==> src/rtl/fetch_unit.sv <==
// rtl/fetch_unit.sv - instruction fetch with credit-limited requests, response FIFO and redirect
//
// Generates sequential word-aligned PCs, issues them to instruction memory
// over a valid/ready request channel, buffers in-order responses together
// with their PCs in a DEPTH-entry FIFO and presents the FIFO head to decode.
// A redirect flushes the FIFO, restarts fetch at a new PC and arranges for
// every response still in flight to be discarded when it returns.
//
// Ports:
//   clk, reset                     clock (rising edge), async active-high reset
//   imem_req_valid/ready/addr      fetch request channel to instruction memory
//   imem_rsp_valid/data            in-order responses, no backpressure
//   inst_valid/ready, inst/inst_pc FIFO head to decode
//   redirect_valid/redirect_pc     flush and restart at redirect_pc & ~3
module fetch_unit #(
    parameter logic [31:0] RESET_PC = 32'h0000_0000,
    parameter int          DEPTH    = 4
) (
    input  logic        clk,
    input  logic        reset,
    output logic        imem_req_valid,
    input  logic        imem_req_ready,
    output logic [31:0] imem_req_addr,
    input  logic        imem_rsp_valid,
    input  logic [31:0] imem_rsp_data,
    output logic        inst_valid,
    input  logic        inst_ready,
    output logic [31:0] inst,
    output logic [31:0] inst_pc,
    input  logic        redirect_valid,
    input  logic [31:0] redirect_pc
);

    localparam int          AW      = (DEPTH > 1) ? $clog2(DEPTH) : 1;
    localparam int          CW      = $clog2(DEPTH + 1);
    localparam logic [CW:0] CREDITS = (CW + 1)'(DEPTH);

    logic [31:0]   fetch_pc;
    logic [31:0]   rsp_pc;
    logic [CW-1:0] outstanding;
    logic [CW-1:0] drop_cnt;
    logic [CW-1:0] fifo_count;
    logic [CW-1:0] outstanding_nxt;
    logic [CW-1:0] drop_cnt_nxt;
    logic [CW-1:0] fifo_count_nxt;
    logic [AW-1:0] wr_ptr;
    logic [AW-1:0] rd_ptr;
    logic [31:0]   fifo_inst [DEPTH];
    logic [31:0]   fifo_pc   [DEPTH];
    logic          req_fire;
    logic          rsp_live;
    logic          rsp_stale;
    logic          pop;
    logic          credit_nxt;

    assign req_fire  = imem_req_valid && imem_req_ready;
    // A response landing in a redirect cycle belongs to the old stream.
    assign rsp_live  = imem_rsp_valid && (drop_cnt == '0) && !redirect_valid;
    assign rsp_stale = imem_rsp_valid && (drop_cnt != '0);
    assign pop       = inst_valid && inst_ready && !redirect_valid;

    assign imem_req_addr = fetch_pc;
    assign inst_valid    = (fifo_count != '0);
    assign inst          = fifo_inst[rd_ptr];
    assign inst_pc       = fifo_pc[rd_ptr];

    always_comb begin
        outstanding_nxt = outstanding;
        if (req_fire && !imem_rsp_valid) begin
            outstanding_nxt = outstanding + CW'(1);
        end else if (!req_fire && imem_rsp_valid) begin
            outstanding_nxt = outstanding - CW'(1);
        end

        fifo_count_nxt = fifo_count;
        if (redirect_valid) begin
            fifo_count_nxt = '0;
        end else if (rsp_live && !pop) begin
            fifo_count_nxt = fifo_count + CW'(1);
        end else if (!rsp_live && pop) begin
            fifo_count_nxt = fifo_count - CW'(1);
        end

        // After a redirect every request still in flight (including one
        // accepted this very cycle) is stale. A response retiring this cycle
        // is already removed from outstanding_nxt, whether it was live or
        // was itself a pending drop.
        drop_cnt_nxt = drop_cnt;
        if (redirect_valid) begin
            drop_cnt_nxt = outstanding_nxt;
        end else if (rsp_stale) begin
            drop_cnt_nxt = drop_cnt - CW'(1);
        end

        // Registered request valid: look ahead at next-cycle occupancy so a
        // response can never arrive to a full FIFO.
        credit_nxt = ({1'b0, fifo_count_nxt} + {1'b0, outstanding_nxt}) < CREDITS;
    end

    always_ff @(posedge clk or posedge reset) begin
        if (reset) begin
            imem_req_valid <= 1'b0;
            fetch_pc       <= RESET_PC;
            rsp_pc         <= RESET_PC;
            outstanding    <= '0;
            drop_cnt       <= '0;
            fifo_count     <= '0;
            wr_ptr         <= '0;
            rd_ptr         <= '0;
            for (int i = 0; i < DEPTH; i++) begin
                fifo_inst[i] <= '0;
                fifo_pc[i]   <= '0;
            end
        end else begin
            imem_req_valid <= credit_nxt;
            outstanding    <= outstanding_nxt;
            drop_cnt       <= drop_cnt_nxt;
            fifo_count     <= fifo_count_nxt;
            if (redirect_valid) begin
                fetch_pc <= redirect_pc & ~32'd3;
                rsp_pc   <= redirect_pc & ~32'd3;
                wr_ptr   <= '0;
                rd_ptr   <= '0;
            end else begin
                if (req_fire) begin
                    fetch_pc <= fetch_pc + 32'd4;
                end
                if (rsp_live) begin
                    fifo_inst[wr_ptr] <= imem_rsp_data;
                    fifo_pc[wr_ptr]   <= rsp_pc;
                    rsp_pc            <= rsp_pc + 32'd4;
                    wr_ptr            <= wr_ptr + AW'(1);
                end
                if (pop) begin
                    rd_ptr <= rd_ptr + AW'(1);
                end
            end
        end
    end

endmodule

==> config.mk <==
export PLATFORM = sky130hd
export DESIGN_NAME = fetch_unit
export DESIGN_NICKNAME = d
export VERILOG_FILES = /design/src/rtl/fetch_unit.sv
export SDC_FILE = /design/constraint.sdc
export NUM_CORES = 1
export LEC_CHECK = 0
export CAP_MARGIN = 20
export CELL_PAD_IN_SITES_DETAIL_PLACEMENT = 1
export CELL_PAD_IN_SITES_GLOBAL_PLACEMENT = 1
export CORE_AREA = 5 5 179 181
export CTS_CLUSTER_DIAMETER = 30
export DETAILED_ROUTE_END_ITERATION = 8
export DIE_AREA = 0 0 184 186
export GPL_ROUTABILITY_DRIVEN = 0
export PLACE_DENSITY = 0.87
export SYNTH_ARGS = -nofsm -noshare
export SYNTH_HDL_FRONTEND = slang
export SYNTH_SLANG_ARGS = --single-unit
==> constraint.sdc <==
create_clock -name clk -period 21.3 [get_ports clk]
set_input_delay 5.325 -clock clk [delete_from_list [all_inputs] [get_ports clk]]
set_output_delay 5.325 -clock clk [all_outputs]
set_load 0.1 [all_outputs]
==> metrics.yaml <==
arrival_ns: 3.61
synth_edf_count: 0
detail-route-antenna-nets: 0
finalCriticalPeriod_ns: 8.93
startpoint: "rd_ptr[0]$_DFFE_PP0P_"
synth-seq-cells: 322
area_delta_synth_final_pct: 29.7
antenna_cells: 0
async_reset_ff_share_pct: 100
grt_pass1_wl_um: 68000
post_drt_wl_per_cell_um: 24.6
path_clk_slew_ns: 0.04
multi_input_area_sq_um: 6670
std_cell_rows: 64
drc: 0
groute.usage.overall_pct: 25.1
drive_above_1_share_pct: 36.7
topRoutingLayerUsed: "met5"
ys_top_cells_by_count: "322 x dfrtp_1, 268 x mux2_2, 62 x mux4_2, 58 x clkbuf_1, 35 x nand2_1"
end_kind: "output pin"
dieArea_sq_um: 34200
grt_overflow: 0
first_global_vias: 11887
yosys_warnings: 0
antenna_found_initial: 1
port_buffers: 161
ioPinCount: 168
start_kind: "flip-flop"
viasPerCell: 5.96
synthTopCellsByArea: "dfrtp_1 53%, mux2_2 20%, mux4_2 9.2%, clkbuf_1 1.4%, ha_1 1.2%"
vias: 10195
skew_ns: 0.0246
drt-initial-drc-count: 443
drt_pass1_iterations: 7
timing.setup.tns_ns: 0
power_density_nw_per_um2: 171
initial_core_util_pct: 49.9
dp_hpwl_um: 23600
synth_area_sq_um: 15100
final-setup-viol-count: 0
holdPathStages: 1
nets: 1341
reg2reg_depth: 6
reg2reg_to: "rsp_pc[25]$_DFFE_PP0N_"
ctsHoldBuffers: 0
min-delay-start: "fifo_inst[94]$_DFFE_PP0P_"
crit_type: "reg2out"
leakagePower_nw: 8.76
syn-instance-count: 1082
dr_wl_met3_um: 2420
clock_sinks: 322
clk_path_buf_depth: 3
syn_area_per_cell_sq_um: 14.0
post_cts_buffers: 0
hp-class: "reg2reg"
fin_crit_sh_pct: 41.9
fmax_mhz: 112
slew_headroom_pct: 24.8
rsz0062_at_grt: "no"
cp.required_ns: 15.98
coreArea_sq_um: 30300
holdPathEnd: "fifo_inst[94]$_DFFE_PP0P_"
worst_slack_ns: 12.37
ir_drop_mv: 0.120
worstMarginPinSlew_ns: 1.13
yosys.area.top_type_share_pct: 53.3
final-seq-area_sq_um: 8060
cts_root_buffer: "clkbuf_16"
run_status: "finished clean"
wl_met1_um: 17600
synth_top_area_cell: "dfrtp_1"
r2r-start: "drop_cnt[0]$_DFFE_PP0P_"
yosysSeqAreaShare_pct: 53.3
ys.flop_type: "dfrtp_1"
cts_inserted_buffers: 73
grt_max_degree: 118
die-height_um: 186
slew_violations: 0
dr_wl_met2_um: 21100
synth.most_common_cell: "dfrtp_1"
drv_cap: 0
crit_fanout: 28
die_x_um: 184
dp_slack_ns: 12.11
fillCellCount: 2737
hold_viol: 0
rrSetupSlack_ns: 18.14
ys_types: 53
clkLatencyLatePin_ns: 0.54
drt-total-wl_um: 42000
cts_resized: 0
cts_tree: "built"
htree_levels: 3
power breakdown:
part | switching, mW | leakage, nW | internal (mW)
clock network | 0.354 | 1.26 | 0.810
registers | 0.105 | 4.20 | 0.737
logic | 0.937 | 3.30 | 0.406
total | 1.40 | 8.76 | 1.95
metrics by stage:
stage	area (sq um)	util, %	hold WS (ns)	power [mW]	instances
floorplan	15100	-	0.456	1.86	1085
CTS	19600	64.6	0.498	3.37	1710
global placement	17000	56.2	0.481	2.13	1575
global route	19600	64.7	0.510	3.47	1711
finish	19600	64.7	0.498	3.35	1711
detailed placement	17000	56.2	0.483	2.17	1576
sequential cells by signal (all words and copies together) (netlist names), 3 cells and up:
| name | cells |
|---|---|
| fifo_count | 3 |
| fifo_inst | 128 |
| drop_cnt | 3 |
| outstanding | 3 |
| rsp_pc | 30 |
| imem_req_addr | 30 |
| fifo_pc | 120 |
cells by family after synthesis:
logic type,Yosys count,synth area share (%)
multiplexers,334,29.5
flip-flops,322,53.3
AND/OR/NAND/NOR,209,7.96
buffers and inverters,99,2.72
AO/OA/AOI/OAI,72,3.43
XOR/XNOR,28,1.71
adder cells (fa/ha/maj),17,1.37
other,1,0.0248
how the worst max path moves through the flow:
stage,cells past startpoint,to
final,4,inst_pc[26]
after floorplan,1,drop_cnt[0]$_DFFE_PP0P_
after global placement,5,rsp_pc[14]$_DFFE_PP0N_
after detailed placement,5,imem_req_addr[14]$_DFFE_PP0N_
after global routing,4,inst_pc[26]
after CTS,3,inst_pc[25]
critical path, cell delays in order (launching register included):
cell             delay (ns)
dfrtp_4                0.65
buf_4                  0.49
buf_16                 0.30
mux4_2                 0.56
clkdlybuf4s50_1        1.04
per-layer routing:
metal | vias up | GRT usage (%)
met3 | 75 | 5.90
li1 | 4420 | -
met2 | 308 | 42.9
met1 | 5390 | 32.4
met4 | 2 | 7.01
met5 | - | 0
placed cells by master (no fill, tap or decap), types with 13 or more instances in the layout:
master	instances
clkbuf_16	75
a211oi_1	16
nor3_1	25
ha_1	15
inv_1	17
mux4_2	62
buf_4	13
nor4_1	14
clkinv_2	15
nand3_1	18
mux2_2	268
xnor2_1	17
nand2_1	31
nor2_1	34
clkdlybuf4s50_1	160
and4_1	21
dfrtp_1	320
a31oi_1	14
nand4_1	14
layout make-up:
cell class	instances	area share, %
Sequential cell	322	41.1
Clock inverter	37	2.53
Clock buffer	97	10.5
Tap cell	396	2.53
Multi-Input combinational cell	664	34.0
Inverter	19	0.402
Timing Repair Buffer	176	8.86
Note: power is estimated with default switching activity, not from simulation.
